`config.mk`:
```
export PLATFORM = sky130hd
export DESIGN_NAME = ramb4_s2_byte_packer
export DESIGN_NICKNAME = d
export VERILOG_FILES = /design/src/rtl/ramb4_s2_byte_packer.sv
export SDC_FILE = /design/constraint.sdc
export NUM_CORES = 1
export LEC_CHECK = 0
export CAP_MARGIN = 20
export CELL_PAD_IN_SITES_DETAIL_PLACEMENT = 0
export CELL_PAD_IN_SITES_GLOBAL_PLACEMENT = 1
export CORE_ASPECT_RATIO = 0.9
export CORE_MARGIN = 8
export CORE_UTILIZATION = 34
export CTS_CLUSTER_DIAMETER = 120
export DETAILED_ROUTE_END_ITERATION = 10
export GPL_TIMING_DRIVEN = 0
export PLACE_DENSITY_LB_ADDON = 0.1
export SKIP_LAST_GASP = 1
export SYNTH_ARGS = -nofsm -noshare
export SYNTH_HDL_FRONTEND = slang
export SYNTH_SLANG_ARGS = --single-unit
export TNS_END_PERCENT = 100
```
`constraint.sdc`:
```
create_clock -name CLKA -period 2.5 [get_ports CLKA]
set_clock_uncertainty 0.15 [all_clocks]
set_input_delay 0.25 -clock CLKA [delete_from_list [all_inputs] [get_ports CLKA]]
set_output_delay 0.25 -clock CLKA [all_outputs]
set_load 0.05 [all_outputs]
```
`src/rtl/ramb4_s2_byte_packer.sv`:
```
// Byte-to-2-bit serialiser feeding port A of a 2048 x 2 block RAM.
// Each accepted byte becomes four consecutive writes at an auto-incrementing, wrapping pointer.
module ramb4_s2_byte_packer #(
    parameter int ADDR_WIDTH = 11,
    parameter int BASE_ADDR  = 0,
    parameter int LAST_ADDR  = 2047,
    parameter bit LSB_FIRST  = 1'b1
) (
    input  logic                  CLKA,
    input  logic                  RSTB,
    input  logic [7:0]            DIN,
    input  logic                  DIN_VALID,
    output logic                  DIN_READY,
    input  logic                  ADDR_LOAD,
    input  logic [ADDR_WIDTH-1:0] ADDR_VAL,
    output logic [ADDR_WIDTH-1:0] ADDRA,
    output logic [1:0]            DIA,
    output logic                  ENA,
    output logic                  WEA,
    output logic                  BUSY,
    output logic                  WRAP,
    output logic [15:0]           BYTE_COUNT
);

    localparam logic [ADDR_WIDTH-1:0] BASE_L = ADDR_WIDTH'(BASE_ADDR);
    localparam logic [ADDR_WIDTH-1:0] LAST_L = ADDR_WIDTH'(LAST_ADDR);
    localparam logic [ADDR_WIDTH-1:0] ONE_L  = {{(ADDR_WIDTH-1){1'b0}}, 1'b1};

    typedef enum logic {
        ST_IDLE  = 1'b0,
        ST_SHIFT = 1'b1
    } state_t;

    state_t                  state_r, state_s;
    logic [1:0]              phase_r, phase_s;
    logic [7:0]              shift_r, shift_s;
    logic [ADDR_WIDTH-1:0]   ptr_r, ptr_s;
    logic [15:0]             count_r, count_s;
    logic                    wrap_r, wrap_s;
    logic                    ready_s;
    logic                    at_last_s;

    // Reverse order is simply the bitwise complement of the phase.
    function automatic logic [1:0] slice_sel(input logic [7:0] b, input logic [1:0] ph, input bit lsb);
        logic [1:0] idx;
        idx = lsb ? ph : ~ph;
        case (idx)
            2'd0:    slice_sel = b[1:0];
            2'd1:    slice_sel = b[3:2];
            2'd2:    slice_sel = b[5:4];
            2'd3:    slice_sel = b[7:6];
            default: slice_sel = 2'b00;
        endcase
    endfunction

    // Next-state, pointer and handshake decode.
    always_comb begin
        state_s   = state_r;
        phase_s   = phase_r;
        shift_s   = shift_r;
        ptr_s     = ptr_r;
        count_s   = count_r;
        wrap_s    = 1'b0;
        ready_s   = 1'b0;
        at_last_s = (ptr_r == LAST_L);
        case (state_r)
            ST_IDLE: begin
                // A pointer load takes priority over an incoming byte.
                ready_s = ~ADDR_LOAD;
                if (ADDR_LOAD) begin
                    ptr_s = ADDR_VAL;
                end else if (DIN_VALID) begin
                    state_s = ST_SHIFT;
                    phase_s = 2'd0;
                    shift_s = DIN;
                end else begin
                    state_s = ST_IDLE;
                end
            end
            ST_SHIFT: begin
                ptr_s   = at_last_s ? BASE_L : (ptr_r + ONE_L);
                wrap_s  = at_last_s;
                phase_s = phase_r + 2'd1;
                if (phase_r == 2'd3) begin
                    ready_s = 1'b1;
                    count_s = count_r + 16'd1;
                    if (DIN_VALID) begin
                        shift_s = DIN;
                        phase_s = 2'd0;
                    end else begin
                        state_s = ST_IDLE;
                    end
                end else begin
                    ready_s = 1'b0;
                end
            end
            default: begin
                state_s = ST_IDLE;
            end
        endcase
    end

    // State registers with synchronous reset.
    always_ff @(posedge CLKA) begin
        if (RSTB) begin
            state_r <= ST_IDLE;
            phase_r <= 2'd0;
            shift_r <= 8'd0;
            ptr_r   <= BASE_L;
            count_r <= 16'd0;
            wrap_r  <= 1'b0;
        end else begin
            state_r <= state_s;
            phase_r <= phase_s;
            shift_r <= shift_s;
            ptr_r   <= ptr_s;
            count_r <= count_s;
            wrap_r  <= wrap_s;
        end
    end

    assign DIN_READY  = ready_s & ~RSTB;
    assign BUSY       = (state_r == ST_SHIFT);
    assign ENA        = BUSY;
    assign WEA        = BUSY;
    assign ADDRA      = ptr_r;
    assign DIA        = BUSY ? slice_sel(shift_r, phase_r, LSB_FIRST) : 2'b00;
    assign WRAP       = wrap_r;
    assign BYTE_COUNT = count_r;

endmodule

```
## Word level (Yosys, flattened, before mapping)

Index checks and enable logic that the tools add are counted.

- Bitwise gates (word level): 4
- Mux-type cells: 20
- Eq/ne operators: 8
- $add $sub $neg: 3
- Reductions and logical operators: 5

Operators by type and width:

| cell | number |
|---|---|
| 8-bit two-way mux | 3 |
| 11-bit two-way mux | 2 |
| 11-bit one-hot mux with 2 select lines | 1 |
| 16-bit by 1-bit adder with 16-bit output (second input constant) | 1 |
| 8-bit one-hot mux with 2 select lines | 1 |
| 11-bit by 1-bit adder with 11-bit output (second input constant) | 1 |
| 11-bit == test (second input constant) | 1 |
| 2-bit two-way mux | 5 |
| 2-bit one-hot mux with 4 select lines | 1 |
| 2-bit inequality test (second input constant) | 3 |
| 2-bit AND reduction | 3 |
| 2-bit == test (second input constant) | 2 |
| 1-bit two-way mux | 4 |
| 1-bit one-hot mux with 2 select lines | 2 |
| 2-bit one-hot mux with 2 select lines | 1 |
| 1-bit inverter | 3 |
| 2-bit by 1-bit adder with 2-bit output (second input constant) | 1 |
| 2-bit by 1-bit == test with 1-bit output (second input constant) | 1 |
| 2-bit zero test | 1 |
| 2-bit by 1-bit inequality test with 1-bit output (second input constant) | 1 |
| 2-bit OR reduction | 1 |
| 1-bit bitwise AND | 1 |

- Logic and storage cells: 46
- Register bits after elaboration: 39
- Output and inout port bits: 34

## Depth between registers and ports, before layout

- Depth after elaboration: 4
- Gate-level depth with buffers: 7
- Gate-level depth less buffers: 6

## Least setup slack after synthesis

OpenSTA, ideal clock, no wires.

- Path kind: register to output
- Start point: reg state_r, in the netlist BUSY
- End point: out DIN_READY
- Slack: -0.092 ns
- Buffers on the path: 2
- Cell stages (with the launch flop): 5
- Data arrival time: 2.192 ns
- Path through: dfxtp_1 clkbuf_1 clkbuf_1 nand2_1 a21oi_1

- Longest elaborated chain between the ends: 3

Ends and longest elaborated chain:

| item | RTL line | RTL |
|---|---|---|
| from (decl) | 34 | `state_t state_r, state_s;` |
| from (signal assigned) | 113 | `state_r <= state_s;` |
| 1-bit inverter (no line) | -- |  |
| 1-bit one-hot mux with 2 select lines * | 66 | `case (state_r)` |
| 1-bit bitwise AND * | 122 | `assign DIN_READY = ready_s & ~RSTB;` |
| to (decl) | 13 | `output logic DIN_READY,` |

Mark *: on every way between the ends. The rest lies on a longest branch, timed or not.

## Worst setup path after layout

Same ends and word-level chain as after synthesis.

==> results.json <==
{
  "die_height_um": 88.6,
  "report.final.setup_viol": 0,
  "max_capacitance_violation_count": 0,
  "int_power_w": 0.000948,
  "timing.critical_path.mode_cell": "sky130_fd_sc_hd__buf_2",
  "clock_latency_late_sink_ns": 0.29,
  "via_count_of_the_first_global_routing_pass": 1821,
  "timing.critical_path.max_delay_family": "buffers and inverters",
  "worst_pin_slew_ns": 0.584,
  "areaGrowthSynthToFinish_pct": 37.4,
  "netSwitchingFraction_pct": 30.4,
  "count_of_flip_flops_with_a_built_in_enable_after_synthesis": 0,
  "mappedNetlistNets": 272,
  "critPathCaptureType": "output pin",
  "yosysWarningCount": 0,
  "fraction_of_final_layout_cells_with_drive_strength_greater_than_1_pct": 8.47,
  "total_clock_buffers_created_by_cts": 5,
  "timing.max_slew.rel_slack_pct": 61.1,
  "path_class": "reg2out",
  "rows": 26,
  "ys_ff_latch": 39,
  "synth_ff_type": "sky130_fd_sc_hd__dfxtp_1",
  "clock_edge_transition_at_the_registers_on_the_reported_setup_and_hold_paths_ns": 0.08,
  "grt_start_max_net_pins": 13,
  "power.share.sequential_pct": 49.1,
  "max_freq_mhz": 427,
  "vias_after_detailed_routing": 1887,
  "drt_wl_total_mm": 5.56,
  "holdCritPathClass": "reg2reg",
  "ys_async_sr_fraction_pct": 0,
  "cts_max_level": 2,
  "combinational_power_share_pct": 20.0,
  "drtAntennaViolNets": 0,
  "final_core_occ_pct": 48.3,
  "final.min_clock_period_ns": 2.34,
  "detailedRoute.firstPassIterationCount": 4,
  "fin_tns_setup_ns": 0,
  "number_of_drc_violations_after_detailed_routing": 0,
  "synth_cells": 243,
  "switching_power_of_the_nets_w": 0.000415,
  "finalHoldViolations": 0,
  "seqCellArea_sq_um": 781,
  "final-max-slew-violation-count": 0,
  "max-clock-path-buffers": 2,
  "grtUsageTotal_pct": 13.2,
  "powerDensity_mw_per_mm2": 498,
  "run_status": "complete, no violations",
  "mean_syn_cell_area_sq_um": 8.20,
  "grt.overflow.total": 0,
  "clockPowerShare_pct": 30.8,
  "setup.worst_path.start_class": "flip-flop",
  "critical_path.cell_chain": "buf_2 -> buf_2 -> nand2_1 -> a21oi_2 -> clkdlybuf4s15_2",
  "crit_fanout": 10,
  "worst-path-buf-inv": 3,
  "synth_area_sq_mm": 0.00199,
  "clk_root_buffer_cell": "sky130_fd_sc_hd__clkbuf_8",
  "netlist-cell-type-count": 40,
  "io_buffers": 56,
  "cts.sink_count": 39,
  "timing.final.crit_share_pct": 93.7,
  "fp.coreArea_sq_mm": 0.00566,
  "seq_area_frac_synth_pct": 39.2,
  "die_width_um": 96.7,
  "max-vdd-ir-drop_uv": 242,
  "num_antenna_cells": 0,
  "critical_path_required_ns": 2.10,
  "boundaryPins": 57,
  "place.detailed.instances": 369,
  "layoutNonFillerInstCount": 377,
  "drt_iter0_markers": 60,
  "rsz0062_at_grt": "false",
  "fillers": 597,
  "setup_repair_bufs_after_cts": 0,
  "power.leakage_nw": 1.03,
  "vias_per_cell": 5.01,
  "initial_core_util_pct": 35.2,
  "grt_first_pass_wirelength_mm": 9.39,
  "crit_arrival_ns": 1.94,
  "antenna_found_initial": 0,
  "multi_input_comb_area_sq_mm": 0.00111,
  "drt-wirelength-per-cell_um": 14.8,
  "nets": 335,
  "crit_path_top_delay_cell": "sky130_fd_sc_hd__dfxtp_1",
  "clock_tree_from_tritoncts": "built",
  "gp_congestion": 0.842,
  "place.detailed.hpwl_mm": 4.11,
  "timing.critical_path.slowest_cell_delay_ns": 0.44,
  "die_outline_area_sq_mm": 0.00857
}
==> sequential cells by signal, indices dropped and copies added, names as in the netlist <==
register / count
BYTE_COUNT: 16
ADDRA: 11
WRAP: 1
phase_r: 2
BUSY: 1
shift_r: 8
==> cell usage after synthesis, drive strengths merged (3+ instances only) <==
master | number | area (sq um)
xor2 | 3 | 26.3
nand3 | 13 | 77.6
nor3 | 12 | 60.1
nor2 | 36 | 135
o21ai | 8 | 40.0
clkbuf | 8 | 30.0
dfxtp | 39 | 781
and3 | 5 | 31.3
mux2i | 11 | 110
nand2 | 10 | 37.5
ha | 6 | 75.1
nor2b | 5 | 31.3
buf | 5 | 32.5
inv | 13 | 48.8
or3 | 3 | 20.0
a31oi | 5 | 31.3
xnor2 | 8 | 70.1
a21oi | 17 | 85.1
nor4 | 6 | 37.5
nand2b | 4 | 25.0
nand4 | 4 | 25.0
==> layout make-up <==
cell class | count | share of cell area (%)
multi-input cells | 177 | 40.4
flip-flops and latches | 39 | 28.5
repair buffers | 56 | 20.4
well taps | 70 | 3.20
clock buffers | 5 | 2.51
plain buffers | 13 | 2.38
inverters | 14 | 1.97
clock inverters | 3 | 0.549
==> kinds of logic after synthesis <==
logic type	Yosys count	synth area share (%)
buffers and inverters	27	5.78
flip-flops	39	39.2
XOR/XNOR	11	4.84
AO/OA/AOI/OAI	45	14.0
AND/OR/NAND/NOR	102	25.8
multiplexers	13	6.66
adder cells (fa/ha/maj)	6	3.77
==> routing by layer <==
layer  part of all wire (%)  track usage, %  vias to the layer above
li1                       -               -                      982
met1                     53            18.4                      852
met2                     42            19.5                       51
met3                    4.5            3.59                        2
met4                   0.34            3.77                        0
met5                      0               0                        -
==> worst register-to-register path: stages, from the launching register on <==
cell and delay, ns:
sky130_fd_sc_hd__dfxtp_1 0.39, sky130_fd_sc_hd__ha_1 0.16, sky130_fd_sc_hd__buf_4 0.15, sky130_fd_sc_hd__nand4_1 0.21, sky130_fd_sc_hd__nor4_2 0.50, sky130_fd_sc_hd__nand3_1 0.17, sky130_fd_sc_hd__mux2_2 0.30
==> cells in the final DEF, fill, tap and decap left out, types with 6 or more instances in the layout <==
master / netlist / routed
sky130_fd_sc_hd__clkdlybuf4s50_1: 0 / 53
sky130_fd_sc_hd__inv_1: 13 / 13
sky130_fd_sc_hd__a21oi_1: 17 / 16
sky130_fd_sc_hd__nor3_1: 12 / 12
sky130_fd_sc_hd__nor2_1: 36 / 36
sky130_fd_sc_hd__ha_1: 6 / 6
sky130_fd_sc_hd__nand3_1: 12 / 12
sky130_fd_sc_hd__dfxtp_1: 39 / 39
sky130_fd_sc_hd__mux2i_1: 11 / 11
sky130_fd_sc_hd__o21ai_0: 8 / 8
sky130_fd_sc_hd__clkbuf_1: 8 / 6
sky130_fd_sc_hd__nand2_1: 10 / 10
sky130_fd_sc_hd__xnor2_1: 8 / 8
==> per-stage QoR <==
step	setup slack, ns	instance area (sq um)	total power [W]	hold WS (ns)
2_1_floorplan	0.154	2000	0.000849	0.241
3_3_place_gp	-0.362	2640	0.000957	0.334
3_5_place_dp	-0.370	2640	0.000958	0.339
4_1_cts	0.0916	2730	0.00138	0.357
5_1_grt	0.00356	2740	0.00143	0.380
6_report	0.158	2740	0.00136	0.353
==> what timing repair did <==
action,CTS,global route
setup endpoints to repair,3,2
hold buffers,0,0
resized for setup,8,3
==> path summary, 6_finish.rpt <==
kind,start,to,slack (ns),cells after the start
worst max-delay path,BUSY,DIN_READY,0.16,5
worst min-delay path,shift_r[2],shift_r[2],0.35,2
worst max register to register,phase_r[0],BYTE_COUNT[15],0.35,6
worst min register to register,shift_r[2],shift_r[2],0.35,2
==> power by group through the flow <==
| stage | combinational (W) | clock (W) | sequential (W) |
|---|---|---|---|
| after global placement | 0.000273 | 0 | 0.000684 |
| after floorplan | 0.000119 | 0 | 0.000731 |
| after global routing | 0.000296 | 0.000462 | 0.000674 |
| after CTS | 0.000275 | 0.000439 | 0.000670 |
| after detailed placement | 0.000274 | 0 | 0.000684 |
| final | 0.000273 | 0.000420 | 0.000670 |
(Power assumes the default switching activity.)
